$ cat src/rtl/lc3_pipe_ctrl_p_if.sv
// lc3_pipe_ctrl_p_if: bundles the pipeline-controller handshake and status signals.
//   slave  modport: the controller (consumes IRs/memory handshake, drives enables/bypass/status).
//   master modport: the datapath side (drives IRs/memory handshake, observes controller outputs).
// Optional writeback-stage forwarding outputs exist only when LC3_WB_FWD_EN is defined.
interface lc3_pipe_ctrl_p_if;
  logic        complete_data;
  logic        complete_instr;
  logic [15:0] IR;
  logic [15:0] IR_Exec;
  logic [15:0] IMem_dout;
  logic [2:0]  NZP;
  logic [2:0]  psr;
  logic        enable_updatePC;
  logic        enable_fetch;
  logic        enable_decode;
  logic        enable_execute;
  logic        enable_writeback;
  logic        br_taken;
  logic        bypass_alu_1;
  logic        bypass_alu_2;
  logic        bypass_mem_1;
  logic        bypass_mem_2;
  logic [1:0]  mem_state;
  logic        mem_timeout;
`ifdef LC3_WB_FWD_EN
  logic        bypass_wb_1;
  logic        bypass_wb_2;
`endif

  modport slave (
    input  complete_data, complete_instr, IR, IR_Exec, IMem_dout, NZP, psr,
    output enable_updatePC, enable_fetch, enable_decode, enable_execute,
           enable_writeback, br_taken, bypass_alu_1, bypass_alu_2,
           bypass_mem_1, bypass_mem_2, mem_state, mem_timeout
`ifdef LC3_WB_FWD_EN
    , output bypass_wb_1, bypass_wb_2
`endif
  );

  modport master (
    output complete_data, complete_instr, IR, IR_Exec, IMem_dout, NZP, psr,
    input  enable_updatePC, enable_fetch, enable_decode, enable_execute,
           enable_writeback, br_taken, bypass_alu_1, bypass_alu_2,
           bypass_mem_1, bypass_mem_2, mem_state, mem_timeout
`ifdef LC3_WB_FWD_EN
    , input bypass_wb_1, bypass_wb_2
`endif
  );
endinterface

$ cat src/rtl/lc3_pipe_ctrl_p.sv
// lc3_pipe_ctrl_p: LC-3 pipeline controller (stage enables, branch redirect, operand forwarding, memory FSM).
// Latency: enables/mem_state/mem_timeout registered (1 cycle); fetch enable, br_taken and bypass selects combinational.
// Backpressure: a pending data-memory access stalls the whole pipe until complete_data or timeout abort.
// Ports: clk, rst (sync, active high); bus (slave modport of lc3_pipe_ctrl_p_if) carries IR/IR_Exec/IMem_dout,
//   NZP/psr, complete_data/complete_instr in, and stage enables, br_taken, bypass_*, mem_state, mem_timeout out.
// Optional: define LC3_WB_FWD_EN to add a writeback-stage IR register and bypass_wb_1/bypass_wb_2.
module lc3_pipe_ctrl_p #(
  parameter int BR_BUBBLES  = 2,
  parameter int MEM_TIMEOUT = 15,
  parameter int TW          = 8
) (
  input  logic             clk,
  input  logic             rst,
  lc3_pipe_ctrl_p_if.slave bus
);

  typedef enum logic [1:0] {
    MS_RD     = 2'd0,
    MS_IND_RD = 2'd1,
    MS_WR     = 2'd2,
    MS_IDLE   = 2'd3
  } mem_state_e;

  localparam logic [3:0] OP_BR  = 4'b0000;
  localparam logic [3:0] OP_ADD = 4'b0001;
  localparam logic [3:0] OP_LD  = 4'b0010;
  localparam logic [3:0] OP_ST  = 4'b0011;
  localparam logic [3:0] OP_AND = 4'b0101;
  localparam logic [3:0] OP_LDR = 4'b0110;
  localparam logic [3:0] OP_STR = 4'b0111;
  localparam logic [3:0] OP_NOT = 4'b1001;
  localparam logic [3:0] OP_LDI = 4'b1010;
  localparam logic [3:0] OP_STI = 4'b1011;
  localparam logic [3:0] OP_JMP = 4'b1100;
  localparam logic [3:0] OP_LEA = 4'b1110;

  // State
  mem_state_e    mem_state_q, mem_state_d;
  logic [TW-1:0] mem_cnt_q, mem_cnt_d;
  logic          mem_timeout_q, mem_timeout_d;
  logic [2:0]    bub_q, bub_d;
  logic          en_dec_q, en_dec_d;
  logic          en_exe_q, en_exe_d;
  logic          en_wb_q, en_wb_d;

  // Opcode decode
  logic [3:0] ex_op, id_op, if_op;
  logic       ex_alu, ex_ldc, ex_mem, ex_nowb, id_alu, if_ctl;

  assign ex_op = bus.IR_Exec[15:12];
  assign id_op = bus.IR[15:12];
  assign if_op = bus.IMem_dout[15:12];

  assign ex_alu  = ex_op inside {OP_ADD, OP_AND, OP_NOT};
  assign ex_ldc  = ex_op inside {OP_LD, OP_LDR, OP_LDI, OP_LEA};
  assign ex_mem  = ex_op inside {OP_LD, OP_LDR, OP_LDI, OP_ST, OP_STR, OP_STI};
  assign ex_nowb = ex_op inside {OP_BR, OP_JMP, OP_ST, OP_STR, OP_STI};
  assign id_alu  = id_op inside {OP_ADD, OP_AND, OP_NOT};
  assign if_ctl  = if_op inside {OP_BR, OP_JMP};

  // Stall / fetch / branch
  logic mem_busy, mem_done, mem_abort, stall, fetch_ok, br_int;

  assign mem_busy  = (mem_state_q != MS_IDLE);
  assign mem_done  = ((mem_state_q == MS_RD) || (mem_state_q == MS_WR)) && bus.complete_data;
  // Abort fires on the cycle the counter would reach MEM_TIMEOUT, so a state lasts at most MEM_TIMEOUT cycles.
  assign mem_abort = mem_busy && !bus.complete_data && (mem_cnt_q == TW'(MEM_TIMEOUT - 1));
  assign stall     = en_exe_q && ex_mem && !mem_done && !mem_abort;
  assign fetch_ok  = !stall && (bub_q == 3'd0) && bus.complete_instr;
  assign br_int    = en_exe_q && ((ex_op == OP_JMP) ||
                                  ((ex_op == OP_BR) && (|(bus.NZP & bus.psr))));

  // Memory FSM next state
  always_comb begin
    mem_state_d   = mem_state_q;
    mem_cnt_d     = mem_cnt_q;
    mem_timeout_d = mem_timeout_q;
    if (mem_state_q == MS_IDLE) begin
      mem_cnt_d = '0;
      if (en_exe_q && ex_mem) begin
        case (ex_op)
          OP_LD, OP_LDR: mem_state_d = MS_RD;
          OP_ST, OP_STR: mem_state_d = MS_WR;
          default:       mem_state_d = MS_IND_RD;
        endcase
      end
    end else if (bus.complete_data) begin
      mem_cnt_d = '0;
      if (mem_state_q == MS_IND_RD) begin
        // Opcode bit 12 separates STI (1011) from LDI (1010).
        mem_state_d = bus.IR_Exec[12] ? MS_WR : MS_RD;
      end else begin
        mem_state_d = MS_IDLE;
      end
    end else if (mem_abort) begin
      mem_state_d   = MS_IDLE;
      mem_cnt_d     = '0;
      mem_timeout_d = 1'b1;
    end else begin
      mem_cnt_d = mem_cnt_q + TW'(1);
    end
  end

  // Bubble counter and enable chain
  always_comb begin
    bub_d    = bub_q;
    en_dec_d = en_dec_q;
    en_exe_d = en_exe_q;
    en_wb_d  = en_wb_q;
    // A taken redirect squashes the remaining bubble; wrong-path CTL fetches are ignored.
    if (br_int) begin
      bub_d = 3'd0;
    end else if (fetch_ok && if_ctl) begin
      bub_d = 3'(BR_BUBBLES);
    end else if (!stall && (bub_q != 3'd0)) begin
      bub_d = bub_q - 3'd1;
    end
    if (!stall) begin
      en_dec_d = fetch_ok;
      en_exe_d = en_dec_q;
      en_wb_d  = en_exe_q && !ex_nowb;
    end
  end

  always_ff @(posedge clk) begin
    if (rst) begin
      mem_state_q   <= MS_IDLE;
      mem_cnt_q     <= '0;
      mem_timeout_q <= 1'b0;
      bub_q         <= 3'd0;
      en_dec_q      <= 1'b0;
      en_exe_q      <= 1'b0;
      en_wb_q       <= 1'b0;
    end else begin
      mem_state_q   <= mem_state_d;
      mem_cnt_q     <= mem_cnt_d;
      mem_timeout_q <= mem_timeout_d;
      bub_q         <= bub_d;
      en_dec_q      <= en_dec_d;
      en_exe_q      <= en_exe_d;
      en_wb_q       <= en_wb_d;
    end
  end

  // Forwarding
  logic       fwd_gate, op1_used, op2_used, m1_ex, m2_ex;
  logic [2:0] src1, src2;
  logic       alu1, alu2, mem1, mem2;

  assign fwd_gate = en_dec_q && en_exe_q;
  assign op1_used = id_alu || (id_op inside {OP_STR, OP_LDR, OP_JMP});
  assign op2_used = ((id_op inside {OP_ADD, OP_AND}) && !bus.IR[5]) ||
                    (id_op inside {OP_ST, OP_STI, OP_STR});
  assign src1     = bus.IR[8:6];
  assign src2     = (id_op inside {OP_ADD, OP_AND}) ? bus.IR[2:0] : bus.IR[11:9];
  assign m1_ex    = op1_used && (src1 == bus.IR_Exec[11:9]);
  assign m2_ex    = op2_used && (src2 == bus.IR_Exec[11:9]);
  assign alu1     = fwd_gate && ex_alu && m1_ex;
  assign alu2     = fwd_gate && ex_alu && m2_ex;
  assign mem1     = fwd_gate && ex_ldc && m1_ex;
  assign mem2     = fwd_gate && ex_ldc && m2_ex;

  // Outputs; combinational ones are held low during reset
  assign bus.enable_fetch     = !rst && fetch_ok;
  assign bus.enable_updatePC  = !rst && fetch_ok;
  assign bus.enable_decode    = en_dec_q;
  assign bus.enable_execute   = en_exe_q;
  assign bus.enable_writeback = en_wb_q;
  assign bus.br_taken         = !rst && br_int;
  assign bus.bypass_alu_1     = !rst && alu1;
  assign bus.bypass_alu_2     = !rst && alu2;
  assign bus.bypass_mem_1     = !rst && mem1;
  assign bus.bypass_mem_2     = !rst && mem2;
  assign bus.mem_state        = mem_state_q;
  assign bus.mem_timeout      = mem_timeout_q;

`ifdef LC3_WB_FWD_EN
  logic [15:0] ir_wb_q, ir_wb_d;
  logic [3:0]  wb_op;
  logic        wb_gate;

  // Track the instruction that moves into writeback alongside its enable.
  always_comb begin
    ir_wb_d = ir_wb_q;
    if (!stall && en_exe_q) begin
      ir_wb_d = bus.IR_Exec;
    end
  end

  always_ff @(posedge clk) begin
    if (rst) begin
      ir_wb_q <= 16'h0000;
    end else begin
      ir_wb_q <= ir_wb_d;
    end
  end

  assign wb_op   = ir_wb_q[15:12];
  assign wb_gate = en_dec_q && en_wb_q &&
                   (wb_op inside {OP_ADD, OP_AND, OP_NOT, OP_LD, OP_LDR, OP_LDI, OP_LEA});
  // Exec-stage forwarding holds the younger result, so it wins over writeback.
  assign bus.bypass_wb_1 = !rst && wb_gate && op1_used && (src1 == ir_wb_q[11:9]) && !(alu1 || mem1);
  assign bus.bypass_wb_2 = !rst && wb_gate && op2_used && (src2 == ir_wb_q[11:9]) && !(alu2 || mem2);

  logic unused_wb_bits;
  assign unused_wb_bits = ^ir_wb_q[8:0];
`endif

  logic unused_bits;
  assign unused_bits = ^{bus.IR[4:3], bus.IR_Exec[8:0], bus.IMem_dout[11:0]};

endmodule
$ cat src/flat_wrapper.sv
// flat-port wrapper written by rule: the top's interface ports become plain ports
module lc3_pipe_ctrl_p_flat 
#(
  parameter int BR_BUBBLES  = 2,
  parameter int MEM_TIMEOUT = 15,
  parameter int TW          = 8
)
  (clk, rst, bus_complete_data, bus_complete_instr, bus_IR, bus_IR_Exec, bus_IMem_dout, bus_NZP, bus_psr, bus_enable_updatePC, bus_enable_fetch, bus_enable_decode, bus_enable_execute, bus_enable_writeback, bus_br_taken, bus_bypass_alu_1, bus_bypass_alu_2, bus_bypass_mem_1, bus_bypass_mem_2, bus_mem_state, bus_mem_timeout);
  lc3_pipe_ctrl_p_if bus_i ();
  input  logic clk;
  input  logic rst;
  input wire logic [$bits(bus_i.complete_data)-1:0] bus_complete_data;
  input wire logic [$bits(bus_i.complete_instr)-1:0] bus_complete_instr;
  input wire logic [$bits(bus_i.IR)-1:0] bus_IR;
  input wire logic [$bits(bus_i.IR_Exec)-1:0] bus_IR_Exec;
  input wire logic [$bits(bus_i.IMem_dout)-1:0] bus_IMem_dout;
  input wire logic [$bits(bus_i.NZP)-1:0] bus_NZP;
  input wire logic [$bits(bus_i.psr)-1:0] bus_psr;
  output wire logic [$bits(bus_i.enable_updatePC)-1:0] bus_enable_updatePC;
  output wire logic [$bits(bus_i.enable_fetch)-1:0] bus_enable_fetch;
  output wire logic [$bits(bus_i.enable_decode)-1:0] bus_enable_decode;
  output wire logic [$bits(bus_i.enable_execute)-1:0] bus_enable_execute;
  output wire logic [$bits(bus_i.enable_writeback)-1:0] bus_enable_writeback;
  output wire logic [$bits(bus_i.br_taken)-1:0] bus_br_taken;
  output wire logic [$bits(bus_i.bypass_alu_1)-1:0] bus_bypass_alu_1;
  output wire logic [$bits(bus_i.bypass_alu_2)-1:0] bus_bypass_alu_2;
  output wire logic [$bits(bus_i.bypass_mem_1)-1:0] bus_bypass_mem_1;
  output wire logic [$bits(bus_i.bypass_mem_2)-1:0] bus_bypass_mem_2;
  output wire logic [$bits(bus_i.mem_state)-1:0] bus_mem_state;
  output wire logic [$bits(bus_i.mem_timeout)-1:0] bus_mem_timeout;
  assign bus_i.complete_data = bus_complete_data;
  assign bus_i.complete_instr = bus_complete_instr;
  assign bus_i.IR = bus_IR;
  assign bus_i.IR_Exec = bus_IR_Exec;
  assign bus_i.IMem_dout = bus_IMem_dout;
  assign bus_i.NZP = bus_NZP;
  assign bus_i.psr = bus_psr;
  assign bus_enable_updatePC = bus_i.enable_updatePC;
  assign bus_enable_fetch = bus_i.enable_fetch;
  assign bus_enable_decode = bus_i.enable_decode;
  assign bus_enable_execute = bus_i.enable_execute;
  assign bus_enable_writeback = bus_i.enable_writeback;
  assign bus_br_taken = bus_i.br_taken;
  assign bus_bypass_alu_1 = bus_i.bypass_alu_1;
  assign bus_bypass_alu_2 = bus_i.bypass_alu_2;
  assign bus_bypass_mem_1 = bus_i.bypass_mem_1;
  assign bus_bypass_mem_2 = bus_i.bypass_mem_2;
  assign bus_mem_state = bus_i.mem_state;
  assign bus_mem_timeout = bus_i.mem_timeout;
  lc3_pipe_ctrl_p #(.BR_BUBBLES(BR_BUBBLES), .MEM_TIMEOUT(MEM_TIMEOUT), .TW(TW)) u_core (.clk(clk), .rst(rst), .bus(bus_i));
endmodule
$ cat config.mk
export PLATFORM = sky130hd
export DESIGN_NAME = lc3_pipe_ctrl_p_flat
export DESIGN_NICKNAME = d
export VERILOG_FILES = /design/src/rtl/lc3_pipe_ctrl_p_if.sv /design/src/rtl/lc3_pipe_ctrl_p.sv /design/src/flat_wrapper.sv
export SDC_FILE = /design/constraint.sdc
export NUM_CORES = 1
export LEC_CHECK = 0
export CAP_MARGIN = 5
export CORE_MARGIN = 4
export CORE_UTILIZATION = 33
export CTS_BUF_LIST = sky130_fd_sc_hd__clkbuf_4
export DETAILED_ROUTE_END_ITERATION = 10
export PLACE_DENSITY = 0.77
export SLEW_MARGIN = 30
export SYNTH_ARGS = -nofsm -noshare
export SYNTH_HDL_FRONTEND = slang
export SYNTH_SLANG_ARGS = --single-unit
$ cat constraint.sdc
create_clock -name clk -period 1.9 [get_ports clk]
set_input_delay 0.19 -clock clk [delete_from_list [all_inputs] [get_ports clk]]
set_output_delay 0.19 -clock clk [all_outputs]
set_load 0.05 [all_outputs]
# Yosys cells after proc, flatten, opt, wreduce, memory -nomap -nowiden
# Cells that the tools add are included.
[totals] register_bits=17 wordCells=115
[classes] n_reduce_logical=64 n_eq_ne=28 n_mux=10 bitwise=3 addsub=2
[ops] op="$eq A4 B4 Y1 const B" n=9
[ops] op="$logic_and A1 B1 Y1" n=29
[ops] op="$eq A4 B3 Y1 const B" n=6
[ops] op="$reduce_bool A3 Y1" n=6
[ops] op="$mux W2" n=8
[ops] op="$eq A4 B2 Y1 const B" n=3
[ops] op="$add A8 B1 Y8 const B" n=1
[ops] op="$eq A4 B1 Y1 const B" n=2
[ops] op="$eq A8 B4 Y1 const B" n=1
[ops] op="$logic_not A4 Y1" n=2
[ops] op="$logic_not A1 Y1" n=7
[ops] op="$eq A3 B3 Y1" n=2
[ops] op="$reduce_bool A2 Y1" n=3
[ops] op="$reduce_bool A6 Y1" n=1
[ops] op="$reduce_or A2 Y1" n=3
[ops] op="$reduce_or A3 Y1" n=2
[ops] op="$reduce_bool A5 Y1" n=1
[ops] op="$eq A2 B2 Y1 const B" n=2
[ops] op="$logic_or A1 B1 Y1" n=4
[ops] op="$pmux W2 S2" n=1
[ops] op="$reduce_bool A4 Y1" n=1
[ops] op="$reduce_or A4 Y1" n=1
[ops] op="$and A3 B3 Y3" n=1
[ops] op="$logic_not A3 Y1" n=1
[ops] op="other kinds (9)" n=10

# Longest topological paths before layout
[logic_depth] depth_word=11 mapped_depth=8 mapped_depth_nobuf=6

# Worst setup path before layout
# OpenSTA, ideal clock, no wires.
[synth_path] kind="reg2out" startpoint="register u_core.en_exe_q (netlist: u_core.bus.enable_execute)" endpoint="output port bus_bypass_mem_2" slack_ps=-1224 n_path_buf=0 path_stages_with_launch=4 t_arrival_ps=2934 path_cell_list="dfxtp_1 > nand2_1 > or4b_2 > nor4_1"
[synth_between] elab_chain_len=4
[synth_rtl] element="from (decl)" line="lc3_pipe_ctrl_p.sv:43" source="logic en_exe_q, en_exe_d;"
[synth_rtl] element="from (signal assigned)" line="lc3_pipe_ctrl_p.sv:140" source="en_exe_q <= en_exe_d;"
[synth_rtl] element="$logic_and A1 B1 Y1" line="lc3_pipe_ctrl_p.sv:150" source="assign fwd_gate = en_dec_q && en_exe_q;"
[synth_rtl] element="$logic_and A1 B1 Y1 (2 in series)" line="lc3_pipe_ctrl_p.sv:161" source="assign mem2 = fwd_gate && ex_ldc && m2_ex;"
[synth_rtl] element="$logic_and A1 B1 Y1" line="lc3_pipe_ctrl_p.sv:173" source="assign bus.bypass_mem_2 = !rst && mem2;"
[synth_rtl] element="to (decl)" line="flat_wrapper.sv:28" source="output wire logic [$bits(bus_i.bypass_mem_2)-1:0] bus_bypass_mem_2;"
# No other way between the ends.

# Final worst setup path
[layout_path] startpoint="input port bus_IR_Exec[15]" endpoint="output port bus_enable_updatePC"
[layout_between] elab_chain_len=9 word_cells_on_any_way=14
[layout_rtl] element="from (decl)" line="flat_wrapper.sv:15" source="input wire logic [$bits(bus_i.IR_Exec)-1:0] bus_IR_Exec;"
[layout_rtl] element="$eq A4 B2 Y1 (tied with other cells)" line="lc3_pipe_ctrl_p.sv:56" source="assign ex_mem = ex_op inside {OP_LD, OP_LDR, OP_LDI, OP_ST, OP_STR, OP_STI};"
[layout_rtl] element="$reduce_bool A6 Y1 (*)" line="lc3_pipe_ctrl_p.sv:56"
[layout_rtl] element="$logic_and A1 B1 Y1 (*) (3 in series)" line="lc3_pipe_ctrl_p.sv:68" source="assign stall = en_exe_q && ex_mem && !mem_done && !mem_abort;"
[layout_rtl] element="$logic_not A1 Y1 (*)" line="lc3_pipe_ctrl_p.sv:69" source="assign fetch_ok = !stall && (bub_q == 3'd0) && bus.complete_instr;"
[layout_rtl] element="$logic_and A1 B1 Y1 (*) (2 in series)" line="lc3_pipe_ctrl_p.sv:69"
[layout_rtl] element="$logic_and A1 B1 Y1 (*)" line="lc3_pipe_ctrl_p.sv:165" source="assign bus.enable_updatePC = !rst && fetch_ok;"
[layout_rtl] element="to (decl)" line="flat_wrapper.sv:19" source="output wire logic [$bits(bus_i.enable_updatePC)-1:0] bus_enable_updatePC;"
# Every way passes the cells marked *; elsewhere a longest branch is shown, timed or not.

==> results.md <==
* PortBufs at 47
* # DRC at 0
* Maximum clock frequency at 528 MHz
* Largest cells by area after synthesis: dfxtp_1 (29%), nor2_1 (6.1%), xor2_1 (5.2%)
* R2R depth at 8
* Core area at 3390 um2
* Slew margin rel. at 65.4%
* Final WS setup at 0.00764 ns
* # setup viols final at 0
* Setup crit end: bus_enable_updatePC
* # rows at 21
* CP arrival at 1.70 ns
* CTS Buffer Depth at 2
* Root Buffer: clkbuf_4
* Total number of H-tree levels at 1
* FF-to-FF setup slack at approximately 0.12 ns
* Clk_lat worst skew at 0.28 ns
* Worst-path maximum fanout at 2
* Syn_nets at ~210
* EDFF count, synth at 0
* Antenna diodes at 0
* DR vias/cell at 5.09
* Global-route wire length before repair at 5310 um
* Synth Warn # at 0
* Die area at 4570 um2
* GRT Resource Usage Total at 14.8%
* Power Density at 583 nW/um2
* Slew Limit Fails at 0
* Initial core utilization at 34.6%
* Mean post-synth cell area at 8.04 um2
* IO Count at 71
* Initial antenna violation count at 0
* Sequential area share after synthesis at 29.0%
* Yosys top cell by area: dfxtp_1
* Largest net degree at the start of global routing at 10
* Critical Path End Type: output pin
* WS Path Type: in -> out
* Area added between synthesis and finish at 79.2%
* Drt total wl at around 3600 um
* TritonRoute pass-1 iters at 4
* Min-delay worst type: in -> reg
* Share of layout cells above drive strength 1 at 30.6%
* Die Y at between 60 and 70 um
* Drt wl/cell at 13.5 um
* Post-synthesis async set-or-reset flop share at 0%
* RSZ-0062 raised after global routing: true
* Most used DFF post-synth: dfxtp_1
* Most common cell after layout, fill and taps aside: clkdlybuf4s50_1
* Post-Syn Instances at 146
* Leakage power total at 0.839 nW
* Period utilization at 99.6%
* Die Wd at between 60 and 70 um
* CTS buffer count at 3
* Pre-CTS WS at -0.403 ns
* DP HPWL at 2710 um
* TritonCTS Sinks at 17
* Worst r2r src: u_core.mem_cnt_q[0]
* Synthesis-stage register bit count at 17
* Minimum clock period at 1.89 ns
* Vias in the first global route at 1345
* CTS tree: yes
* Final Util at 62.1%
* Peak VDD IR at 0.000520 V
* Hold slack at 0.432 ns
* Run status: finished, final reports clean
* Post-route ant nets at 0
* Netlist cell types at 46
* Total number of vias at 1348
* Worst Setup SP: bus_IR_Exec[15]
* Max-Cap Viols at 0
* Worst clock skew at about 0.0063 ns
* Reg2reg end: u_core.mem_cnt_q[5]
* Clk slew on worst S/H paths at approximately 0.090 ns
* Post-Syn Area at 1170 um2
* Final Hold Vio Count at 0
* Critical path required time at 1.71 ns
* Most frequent cells in the layout: clkdlybuf4s50_1 (32), buf_4 (26), nor2_1 (17)
* GRT overflow at 0
* Worst setup SP type: input pin
* # nets final at 282
* Tightest Pin Transition at 0.517 ns
* GPL Wtd Cong at between 0.8 and 0.9
* Initial DRC count at 58
* Area share of the largest cell type after synthesis at 29.0%
[area by class of cell]
| class | count | area (um2) |
|---|---|---|
| clock buffer | 4 | 30.0 |
| fill | 288 | 1290 |
| inverter | 6 | 22.5 |
| timing repair buffer | 74 | 739 |
| sequential | 17 | 350 |
| multi-input combinational | 118 | 903 |
| tap | 46 | 57.6 |
[logic make-up after synthesis]
kind of cell	share of synthesized area, %
buffers and inverters	4.05
adders and majority gates	4.26
DFF	29.0
AOI/OAI and AO/OA	18.9
xor gates and xnor gates	9.70
and+or+nand+nor	31.6
muxes	2.56
[synthesized netlist by cell type, types with 2 or more instances]
| cell type | instances |
|---|---|
| nor2_1 | 19 |
| dfxtp_1 | 17 |
| nand2_1 | 9 |
| a21oi_1 | 7 |
| xor2_1 | 7 |
| inv_1 | 6 |
| nand3_1 | 6 |
| o211ai_1 | 6 |
| xnor2_1 | 6 |
| nand4_1 | 5 |
| a211oi_1 | 4 |
| ha_1 | 4 |
| and2_1 | 3 |
| mux2i_1 | 3 |
| nand2b_1 | 3 |
| nor3_1 | 3 |
| and3_1 | 2 |
| buf_2 | 2 |
| clkbuf_1 | 2 |
| nor2b_1 | 2 |
| nor4_1 | 2 |
| nor4b_1 | 2 |
| o21ai_0 | 2 |
| or3b_1 | 2 |
[how the worst min path moves through the flow]
| stage | from | to | slack (ns) | cells past startpoint |
|---|---|---|---|---|
| floorplan | bus_complete_data | u_core.bus.mem_state[1] | 0.38 | 2 |
| global placement | u_core.mem_cnt_q[0] | u_core.mem_cnt_q[0] | 0.46 | 1 |
| detailed placement | u_core.bus.mem_timeout | u_core.bus.mem_timeout | 0.47 | 2 |
| CTS | rst | u_core.bus.mem_timeout | 0.39 | 3 |
| global route | rst | u_core.bus.mem_timeout | 0.44 | 3 |
| finish | rst | u_core.bus.mem_timeout | 0.43 | 3 |
[worst max-delay path, cell delays in order]
cell             delay, ns
clkdlybuf4s50_1       0.42
and2_1                0.18
or3_4                 0.39
o211ai_1              0.18
buf_4                 0.15
nor2_4                0.04
buf_8                 0.14
[through the flow]
stage	instances	setup TNS [ns]	total power (W)	cell area (um2)
final	265	0	0.00123	2100
after global placement	255	-0.735	0.000972	1940
after CTS	262	-0.0338	0.00122	2040
after detailed placement	255	-0.873	0.000981	1940
after floorplan	146	-0.122	0.000761	1250
after global routing	265	-0.253	0.00131	2100
[where the power goes]
part           total, W  leakage, nW  switching [W]  internal (W)
sequential     0.000428        0.139      0.0000306      0.000397
combinational  0.000596        0.681       0.000296      0.000300
clock          0.000202       0.0184       0.000107     0.0000957
total           0.00123        0.839       0.000433      0.000793
[what timing repair did]
action | CTS | global route
cloned | 0 | 0
setup endpoints to repair | 6 | 4
pin swaps | 6 | 8
setup buffers | 3 | 3
gates resized for setup | 29 | 8
hold buffers | 0 | 0
[registers in the layout, summed over array words and instances, names as in the netlist]
signal                       flops
u_core.bub_q                     3
u_core.bus.enable_decode         1
u_core.bus.enable_execute        1
u_core.bus.enable_writeback      1
u_core.bus.mem_state             2
u_core.bus.mem_timeout           1
u_core.mem_cnt_q                 8
[per-layer routing]
metal	track usage, %	share of wire, %
met5	0	0
met4	4.56	0.22
met3	3.00	8.2
met2	28.1	50
met1	16.3	42
Note: power is estimated with default switching activity, not from simulation.
